--- src/rtl/mem_dump_engine.sv ---
// Hex/ASCII memory dump engine: fetches one row into a buffer,
// then streams "\naddr: hh hh ...  ascii" over a valid/ready byte channel.
module mem_dump_engine #(
    parameter int AW  = 16,
    parameter int ROW = 16,
    parameter int GRP = 4
) (
    input  logic          clk,
    input  logic          rst,
    input  logic          start,
    input  logic [AW-1:0] base,
    input  logic [AW-1:0] len,
    input  logic [1:0]    mode,
    input  logic          abort,
    output logic          busy,
    output logic          done,
    output logic [AW-1:0] mem_a,
    output logic          mem_re,
    input  logic [7:0]    mem_vi,
    output logic [7:0]    ch_o,
    output logic          ch_v,
    input  logic          ch_rdy
);

    localparam int ND  = AW / 4;
    localparam int RW  = $clog2(ROW);
    localparam int AIW = (ND > 1) ? $clog2(ND) : 1;

    typedef enum logic [3:0] {
        IDLE, FETCH, WAITD, NL, ADDR, COLON, SPC,
        HEXHI, HEXLO, GAP, ASC, NEXT, TAIL, DONE
    } state_t;

    state_t          state, state_n;
    logic [AW-1:0]   r;
    logic [AW:0]     rows;
    logic [RW-1:0]   idx;
    logic [AIW-1:0]  aidx;
    logic            gap;
    logic [1:0]      mode_q;
    logic            abort_q;
    logic            cap_v;
    logic [RW-1:0]   cap_i;
    logic [7:0]      rowbuf [ROW];

    logic            xfer, stop, last, grp_end;
    logic            hex_only, asc_only;
    logic [7:0]      cur;
    logic [AW-1:0]   rsh;
    logic [AW:0]     rows_calc;

    function automatic logic [7:0] hexc(input logic [3:0] n);
        hexc = (n < 4'd10) ? (8'h30 + {4'h0, n}) : (8'h57 + {4'h0, n});
    endfunction

    assign xfer     = ch_v && ch_rdy;
    assign stop     = abort || abort_q;
    assign last     = (idx == RW'(ROW - 1));
    assign grp_end  = ((int'(idx) + 1) % GRP) == 0;
    assign hex_only = (mode_q == 2'd0);
    assign asc_only = (mode_q == 2'd2);
    assign cur      = rowbuf[idx];
    assign rsh      = r >> (4 * (ND - 1 - int'(aidx)));

    // Row count includes the offset of base inside its first row.
    assign rows_calc = ({1'b0, base & AW'(ROW - 1)} + {1'b0, len}
                        + (AW + 1)'(ROW - 1)) >> RW;

    assign busy   = (state != IDLE);
    assign done   = (state == DONE);
    assign mem_re = (state == FETCH);
    assign mem_a  = (state == FETCH) ? (r + AW'(idx)) : '0;

    always_ff @(posedge clk or negedge rst) begin
        if (!rst) state <= IDLE;
        else      state <= state_n;
    end

    always_comb begin
        state_n = state;
        unique case (state)
            IDLE:  if (start) state_n = (len == '0) ? TAIL : FETCH;
            FETCH: if (stop) state_n = TAIL;
                   else if (last) state_n = WAITD;
            WAITD: state_n = stop ? TAIL : NL;
            NL:    if (xfer) state_n = stop ? TAIL : ADDR;
            ADDR:  if (xfer) state_n = stop ? TAIL :
                       (aidx == AIW'(ND - 1)) ? COLON : ADDR;
            COLON: if (xfer) state_n = stop ? TAIL :
                       asc_only ? GAP : SPC;
            SPC:   if (xfer) state_n = stop ? TAIL : HEXHI;
            HEXHI: if (xfer) state_n = stop ? TAIL : HEXLO;
            HEXLO: if (xfer) begin
                       if (stop)          state_n = TAIL;
                       else if (last)     state_n = hex_only ? NEXT : GAP;
                       else if (grp_end)  state_n = SPC;
                       else               state_n = HEXHI;
                   end
            GAP:   if (xfer) state_n = stop ? TAIL :
                       (asc_only || gap) ? ASC : GAP;
            ASC:   if (xfer) state_n = stop ? TAIL :
                       last ? NEXT : ASC;
            NEXT:  state_n = (stop || rows == (AW + 1)'(1)) ? TAIL : FETCH;
            TAIL:  if (xfer) state_n = DONE;
            DONE:  state_n = IDLE;
            default: state_n = IDLE;
        endcase
    end

    always_comb begin
        ch_v = 1'b1;
        ch_o = 8'h0a;
        unique case (state)
            NL, TAIL: ch_o = 8'h0a;
            ADDR:     ch_o = hexc(rsh[3:0]);
            COLON:    ch_o = 8'h3a;
            SPC, GAP: ch_o = 8'h20;
            HEXHI:    ch_o = hexc(cur[7:4]);
            HEXLO:    ch_o = hexc(cur[3:0]);
            ASC:      ch_o = (cur < 8'h20 || cur >= 8'h7f) ? 8'h2e : cur;
            default: begin
                ch_v = 1'b0;
                ch_o = 8'h00;
            end
        endcase
    end

    always_ff @(posedge clk or negedge rst) begin
        if (!rst) begin
            r       <= '0;
            rows    <= '0;
            idx     <= '0;
            aidx    <= '0;
            gap     <= 1'b0;
            mode_q  <= 2'd0;
            abort_q <= 1'b0;
            cap_v   <= 1'b0;
            cap_i   <= '0;
        end else begin
            cap_v <= mem_re;
            cap_i <= idx;
            if (state == IDLE) abort_q <= 1'b0;
            else if (abort)    abort_q <= 1'b1;
            if (state == IDLE && start) begin
                mode_q <= mode;
                r      <= base & ~AW'(ROW - 1);
                rows   <= rows_calc;
                idx    <= '0;
                aidx   <= '0;
                gap    <= 1'b0;
            end
            // idx wraps to zero after each full pass over the row.
            if (state == FETCH ||
                (xfer && (state == HEXLO || state == ASC)))
                idx <= idx + 1'b1;
            if (xfer && state == ADDR)
                aidx <= (aidx == AIW'(ND - 1)) ? '0 : aidx + 1'b1;
            if (xfer && state == GAP)
                gap <= !gap && !asc_only;
            if (state == NEXT) begin
                r    <= r + AW'(ROW);
                rows <= rows - 1'b1;
            end
        end
    end

    always_ff @(posedge clk) begin
        if (cap_v) rowbuf[cap_i] <= mem_vi;
    end

endmodule

--- config.mk ---
export PLATFORM = sky130hd
export DESIGN_NAME = mem_dump_engine
export DESIGN_NICKNAME = d
export VERILOG_FILES = /design/src/rtl/mem_dump_engine.sv
export SDC_FILE = /design/constraint.sdc
export NUM_CORES = 1
export LEC_CHECK = 0
export ABC_AREA = 1
export BUFFER_PORTS_ARGS = -buffer_cell sky130_fd_sc_hd__buf_2
export CAP_MARGIN = 20
export CORE_ASPECT_RATIO = 1.4
export CORE_MARGIN = 2
export CORE_UTILIZATION = 55
export DETAILED_ROUTE_END_ITERATION = 8
export GPL_TIMING_DRIVEN = 0
export PLACE_DENSITY_LB_ADDON = 0.1
export SYNTH_ARGS = -nofsm -noshare
export SYNTH_HDL_FRONTEND = slang
export SYNTH_SLANG_ARGS = --single-unit
--- constraint.sdc ---
create_clock -name clk -period 2.88 [get_ports clk]
set_input_delay 0.288 -clock clk [delete_from_list [all_inputs] [get_ports clk]]
set_output_delay 0.288 -clock clk [all_outputs]
set_load 0.005 [all_outputs]
==> results.toml, run 1 <==
[status]
outcome = "complete, but fails checks"
violated_checks = "negative setup slack"

[power]
share_seq_of_total_power = 0.297
power.total_mw = 11.2
power_frac_clock = 0.210
comb_power_share = 0.492
psw_mw = 4.79
p_sw_frac = 0.426
vdd_ir_drop_max_v = 0.000514
cellLeakagePower_nw = 5.13
power.density_cell_area_nw_per_um2 = 1000
p_int_mw = 6.45

[sta]
report.final.setup_viol = 7
grt_setup_unrepaired = "true"
post-route-period-util = 1.07
final.setup_skew_ns = 0.0123
relSlewSlack = 0.249
worst_hold_slack_ns = 0.0438
period_needed_ns = 3.09
timing_worst_slew_pin_value_ns = 1.12
setup_ws_ns = -0.211
max_clock_freq_mhz = 323
maxSlewViolCount = 0
hold_viol_final = 0

[worst_setup_path]
ff2ff_path_depth = 9
worstSetupPathType = "flip-flop to output pin"
crit_path_frequent_cell = "buf_4"
critPathCaptureType = "output pin"
reg2reg_slack_ns = 0.56
setup.worst_path.start_class = "flip-flop"
critical_path_required_ns = 2.59
crit_arrival_ns = 2.80
crit_path_max_incr_delay_ns = 0.49
critical-path-slowest-cell = "dfrtp_2"
worstPathMaxFanout = 10
crit-reg2reg-launch = "state[3]"
r2r_end = "rows[4]"
worst_path_dominant_cell_family = "buffers and inverters"
timing.critical_path.cells = "buf_8, buf_8, buf_4, nor2_1, o22ai_2, nand2_1, nand2_1, nor2_2, inv_2, buf_4, buf_4, buf_4, buf_4, buf_4, nand2_1, nand2_1, buf_2"
critical_path.n_buffers_inverters = 10

[synthesis]
synthMuxAreaShare = 0.00119
synth_common_cells = "304 x nand2_1, 165 x inv_1, 135 x nor2_1"
synth_top_area_share = 0.405
post_synthesis_instance_total = 1136
number_of_synthesized_flops_with_an_enable_pin = 128
synthAdderAreaFrac = 0.0211
ys_types = 45
yosys.area_share.simple = 0.260
synth_top_cells_by_area = "edfxtp_1 41%, dfrtp_1 13%, nand2_1 12%, inv_1 6.5%, nor2_1 5.3%"
post_synth_top_area_cell = "edfxtp_1"
synth_top_family_by_area = "simple AND/OR/NAND/NOR gates"
syn-mean-instance-area_sq_um = 8.34
synthMostInstantiatedCell = "nand2_1"
warning_count_from_the_yosys_run = 0
synth.cell_area_sq_um = 9480
synth_compound_gate_area_share = 0.0801
dominantRegCellSynth = "edfxtp_1"
synth_xor_area_frac = 0.00924
syn_nets = 1199
ffs_latches_synth = 176
synth-seq-area-share = 0.532
async_reset_ff_frac = 0.273

[final_layout]
fin_util = 0.667
seq_area_sq_um = 5050
num-nets-final = 1321
number_of_antenna_diodes = 0
area_taken_by_multi_input_logic_gates_sq_um = 3710
fillCellCount = 1444
syn2layout_area_growth_pct = 18.3
final_layout_size_suffix_gt1_frac = 0.186

[cts]
cts_tree = "built"
clock_tree.htree_level_count = 4
cts.sink_count = 176
insertion_delay_ns = 0.44
cts-root-buf = "clkbuf_16"
clk_transition_reported_paths_ns = 0.07
numCtsBuffers = 17
ctsLongestPathBuffers = 2

[global_routing]
first_global_vias = 7831
overflow = 0
global_route_wire_length_before_repair_um = 39300
maximum_number_of_pins_on_one_net_before_global_route_repair = 49
globalRouteTotalUtil = 0.284
antenna_found_initial = 0

[floorplan]
boundaryPins = 75
dieArea_sq_um = 18300
placementRows = 56
die-width_um = 115
die_height_um = 159
coreArea_sq_um = 16800
initial_utilization = 0.564

[place]
number_of_i_o_port_buffers = 73
dp.final_hpwl_um = 17600
globalplace.congestion = 0.927

[drt]
drt_drc_violations_left = 0
dr_total_vias = 8084
drt_pass1_iterations = 7
wl_per_cell_um = 17.2
viasPerCell = 5.48
drt.antenna.violating_nets = 0
starting_drt_drc_count = 591
routed_wirelength_um = 25300

[run]
max-cap-violations = 0

[min_path]
worstHoldPathCells = 3
min-delay-path-class = "primary input to flip-flop"
hold-path-endpoint = "r[13]"
min_from = "base[13]"
## final cells by class
cell class              count  area share
plain buffers              31      0.0240
clock buffers              17      0.0380
clock inverters            15      0.0154
inverters                 184      0.0618
multi-input cells         744       0.331
flip-flops and latches    176       0.450
well taps                 203      0.0227
repair buffers            104      0.0574
## through the flow
stage | cell area, sq um | TNS [ns] | cells | setup slack, ns
finish | 11200 | -0.974 | 1474 | -0.211
global route | 11200 | -1.91 | 1474 | -0.353
CTS | 11000 | -0.863 | 1471 | -0.176
detailed placement | 10200 | -0.956 | 1418 | -0.279
global placement | 10100 | -0.786 | 1412 | -0.254
floorplan | 9480 | 0 | 1136 | 0.561
## power groups by stage
stage / sequential [mW] / clock [mW] / combinational [mW]
CTS: 3.33 / 2.37 / 5.20
finish: 3.34 / 2.36 / 5.54
floorplan: 3.30 / 0 / 3.42
detailed placement: 3.37 / 0 / 4.74
global placement: 3.36 / 0 / 4.64
global route: 3.39 / 2.47 / 6.13
## how the worst max path moves through the flow
stage | startpoint | end | slack (ns) | depth (start not counted)
floorplan | idx[0] | ch_o[4] | 0.56 | 19
global placement | idx[1] | ch_o[5] | -0.25 | 17
detailed placement | idx[1] | ch_o[5] | -0.28 | 17
CTS | idx[0] | ch_o[5] | -0.18 | 18
global route | idx[0] | ch_o[1] | -0.35 | 19
finish | idx[0] | ch_o[0] | -0.21 | 17
## logic make-up (layout without fill, tap and decap cells)
group | after synthesis | count (layout)
multiplexers | 1 | 1
AO/OA/AOI/OAI | 132 | 132
adder cells (fa/ha/maj) | 16 | 16
flip-flops | 176 | 176
buffers and inverters | 216 | 351
other | 1 | 1
XOR/XNOR | 10 | 10
AND/OR/NAND/NOR | 584 | 584
## routing by layer
layer,routed length [um],global-route usage
met5,0,0
met1,9390,0.316
met4,1360,0.159
met3,1370,0.0457
met2,13200,0.505
## timing repair
| action | 4_1_cts | 5_1_grt |
|---|---|---|
| setup endpoints to repair | 7 | 7 |
| hold buffers | 0 | 1 |
| gates resized for setup | 37 | 35 |
| buffers inserted | 22 | 1 |
| pin swaps | 12 | 14 |
| hold endpoints to repair | 0 | 9 |
## worst reg2reg max path: cells and delay by family (launching register included)
family | cells | cell delay [ns]
AO/OA/AOI/OAI | 1 | 0.13
buffers and inverters | 4 | 0.74
AND/OR/NAND/NOR | 4 | 0.87
flip-flops | 1 | 0.44
## layout by cell type, fill, tap and decap left out, types with 16 or more instances in the layout
| cell | netlist | final |
|---|---|---|
| buf_2 | 11 | 83 |
| nor3_1 | 22 | 16 |
| a21oi_1 | 24 | 23 |
| inv_1 | 165 | 162 |
| edfxtp_1 | 128 | 128 |
| nand2_1 | 304 | 299 |
| o21ai_0 | 58 | 50 |
| clkbuf_16 | 0 | 17 |
| buf_4 | 3 | 23 |
| inv_2 | 16 | 19 |
| nor2_1 | 135 | 128 |
| nand3_1 | 91 | 90 |
| dfrtp_1 | 48 | 47 |
## flip-flops by register name (all words and copies together) (netlist names)
signal / count
aidx: 2
cap_i: 4
gap: 1
abort_q: 1
rows: 17
mode_q: 2
state: 4
idx: 4
r: 12
cap_v: 1
rowbuf: 128
Power figures use the tool's default switching activity.
==> run 2, diff against run 1 <==
--- a/config.mk
+++ b/config.mk
@@ -11,9 +11,10 @@
 export CORE_ASPECT_RATIO = 1.4
 export CORE_MARGIN = 2
 export CORE_UTILIZATION = 55
+export CTS_CLUSTER_DIAMETER = 100
 export DETAILED_ROUTE_END_ITERATION = 8
 export GPL_TIMING_DRIVEN = 0
-export PLACE_DENSITY_LB_ADDON = 0.1
+export PLACE_DENSITY = 0.83
 export SYNTH_ARGS = -nofsm -noshare
 export SYNTH_HDL_FRONTEND = slang
 export SYNTH_SLANG_ARGS = --single-unit
==> results.toml, run 2 (synthesis results as in run 1) <==
[status]
outcome = "complete, but fails checks"
violated_checks = "negative setup slack"

[place]
dpl-instance-area_sq_um = 10100
dp.final_hpwl_um = 17500
globalplace.congestion = 0.883
number_of_i_o_port_buffers = 73
dp_slack_ns = -0.213
place.detailed.instances = 1416

[sta]
post-route-period-util = 1.14
grt_setup_unrepaired = "true"
timing_worst_slew_pin_value_ns = 1.06
final.setup_skew_ns = 0.0139
maxSlewViolCount = 0
report.final.setup_viol = 7
hold_viol_final = 0
setup_ws_ns = -0.401
worst_hold_slack_ns = 0.0537
max_clock_freq_mhz = 305
period_needed_ns = 3.28
relSlewSlack = 0.291

[worst_setup_path]
worstSetupPathType = "flip-flop to output pin"
critical_path_required_ns = 2.59
critPathCaptureType = "output pin"
reg2reg_slack_ns = 0.64
ff2ff_path_depth = 9
setup.worst_path.start_class = "flip-flop"
r2r_end = "rows[4]"
crit_arrival_ns = 2.99
worstPathMaxFanout = 6
crit-reg2reg-launch = "state[0]"

[drt]
viasPerCell = 5.67
drt_drc_violations_left = 0
drt_pass1_iterations = 6
starting_drt_drc_count = 838
routed_wirelength_um = 26000
dr_total_vias = 8378
drt.antenna.violating_nets = 0
wl_per_cell_um = 17.6

[cts]
ctsLongestPathBuffers = 2
cts_tree = "built"
numCtsBuffers = 17
clock_tree.htree_level_count = 4
cts-root-buf = "clkbuf_16"
cts.sink_count = 176
insertion_delay_ns = 0.44
clk_transition_reported_paths_ns = 0.07

[floorplan]
boundaryPins = 75
initial_utilization = 0.564
coreArea_sq_um = 16800
die-width_um = 115
dieArea_sq_um = 18300
placementRows = 56
die_height_um = 159

[global_routing]
overflow = 0
first_global_vias = 8304
global_route_wire_length_before_repair_um = 40600
maximum_number_of_pins_on_one_net_before_global_route_repair = 49
antenna_found_initial = 0
globalRouteTotalUtil = 0.287

[min_path]
min-delay-path-class = "primary input to flip-flop"
min_from = "base[11]"
worstHoldPathCells = 3
hold-path-endpoint = "r[11]"

[power]
share_seq_of_total_power = 0.292
p_sw_frac = 0.438
power_frac_clock = 0.203
vdd_ir_drop_max_v = 0.000502
p_int_mw = 6.39
power.density_cell_area_nw_per_um2 = 1010
cellLeakagePower_nw = 5.16
psw_mw = 4.99
comb_power_share = 0.505

[final_layout]
largest_register_ff_count = 128
num-nets-final = 1324
number_of_antenna_diodes = 0
count_of_placed_standard_cells_in_the_final_layout_fillers_left_out = 1477
max_flop_register = "rowbuf"
final_layout_size_suffix_gt1_frac = 0.182
fin_util = 0.669
syn2layout_area_growth_pct = 18.7
largest_registers = "rowbuf: 128 flops, rows: 17 flops, r: 12 flops"
layout_commonest_cell = "nand2_1"
finish.instance_area_sq_um = 11200
mostFrequentLayoutCells = "296 x nand2_1, 164 x inv_1, 131 x nor2_1"

[run]
max-cap-violations = 0
==> run 2: changes by cell type in the layout (fill, tap and decap cells not counted), sizes merged <==
| cell | before | now |
|---|---|---|
| bufinv | 2 | 0 |
| inv | 190 | 189 |
| clkinvlp | 1 | 0 |
| clkinv | 6 | 9 |
| clkbuf | 25 | 27 |
| buf | 126 | 128 |
==> run 2: cell type report <==
| type | instances | area (sq um) |
|---|---|---|
| sequential | 176 | 5050 |
| multi-input combinational | 744 | 3680 |
| inverter | 184 | 691 |
| timing repair buffer | 107 | 731 |
| fill | 1274 | 5570 |
| tap | 203 | 254 |
| clock inverter | 14 | 163 |
| clock buffer | 18 | 429 |
| buffer | 31 | 253 |
==> run 2: routing by layer <==
layer,routed length (um),track usage
met1,8900,0.315
met2,13800,0.518
met3,2050,0.0499
met4,1270,0.152
met5,0,0
==> run 2: worst max path at each step <==
stage / from / end / slack (ns) / cells past startpoint
5_1_grt: idx[0] / ch_o[5] / -0.52 / 19
4_1_cts: idx[0] / ch_o[5] / -0.24 / 19
3_5_place_dp: idx[1] / ch_o[5] / -0.21 / 17
2_1_floorplan: idx[0] / ch_o[4] / 0.56 / 19
3_3_place_gp: idx[1] / ch_o[5] / -0.18 / 17
6_report: idx[0] / ch_o[5] / -0.40 / 19
==> run 2: power groups by stage <==
| stage | logic [mW] | registers (mW) | clock network [mW] |
|---|---|---|---|
| 3_5_place_dp | 4.73 | 3.36 | 0 |
| 2_1_floorplan | 3.42 | 3.30 | 0 |
| 5_1_grt | 6.29 | 3.37 | 2.42 |
| 3_3_place_gp | 4.60 | 3.35 | 0 |
| 4_1_cts | 5.37 | 3.32 | 2.30 |
| 6_report | 5.75 | 3.33 | 2.31 |
==> run 2: what timing repair did <==
item | CTS | global route
resized for setup | 39 | 23
endpoints found under the setup margin | 7 | 7
pin swaps | 16 | 12
endpoints found under the hold margin | 0 | 9
buffers inserted | 23 | 3
hold buffers | 0 | 1
cloned | 1 | 1
==> run 2: worst max-delay path, cell delays in order, from the launching register on <==
cell	delay [ns]
dfrtp_2	0.47
inv_2	0.10
buf_8	0.11
buf_8	0.10
buf_12	0.11
buf_8	0.12
nor2_1	0.04
o22ai_1	0.24
nand2_1	0.13
nand2_1	0.12
nor2_2	0.06
inv_2	0.07
ha_4	0.13
nand2_2	0.04
a21oi_2	0.13
nand2_2	0.11
nand2_4	0.10
nor2_2	0.05
o21bai_1	0.16
buf_2	0.15
==> run 2: stage by stage <==
step	TNS, ns	power [mW]
floorplan	0	6.72
global placement	-0.613	7.94
detailed placement	-0.770	8.09
CTS	-1.21	11.0
global route	-2.84	12.1
finish	-2.16	11.4
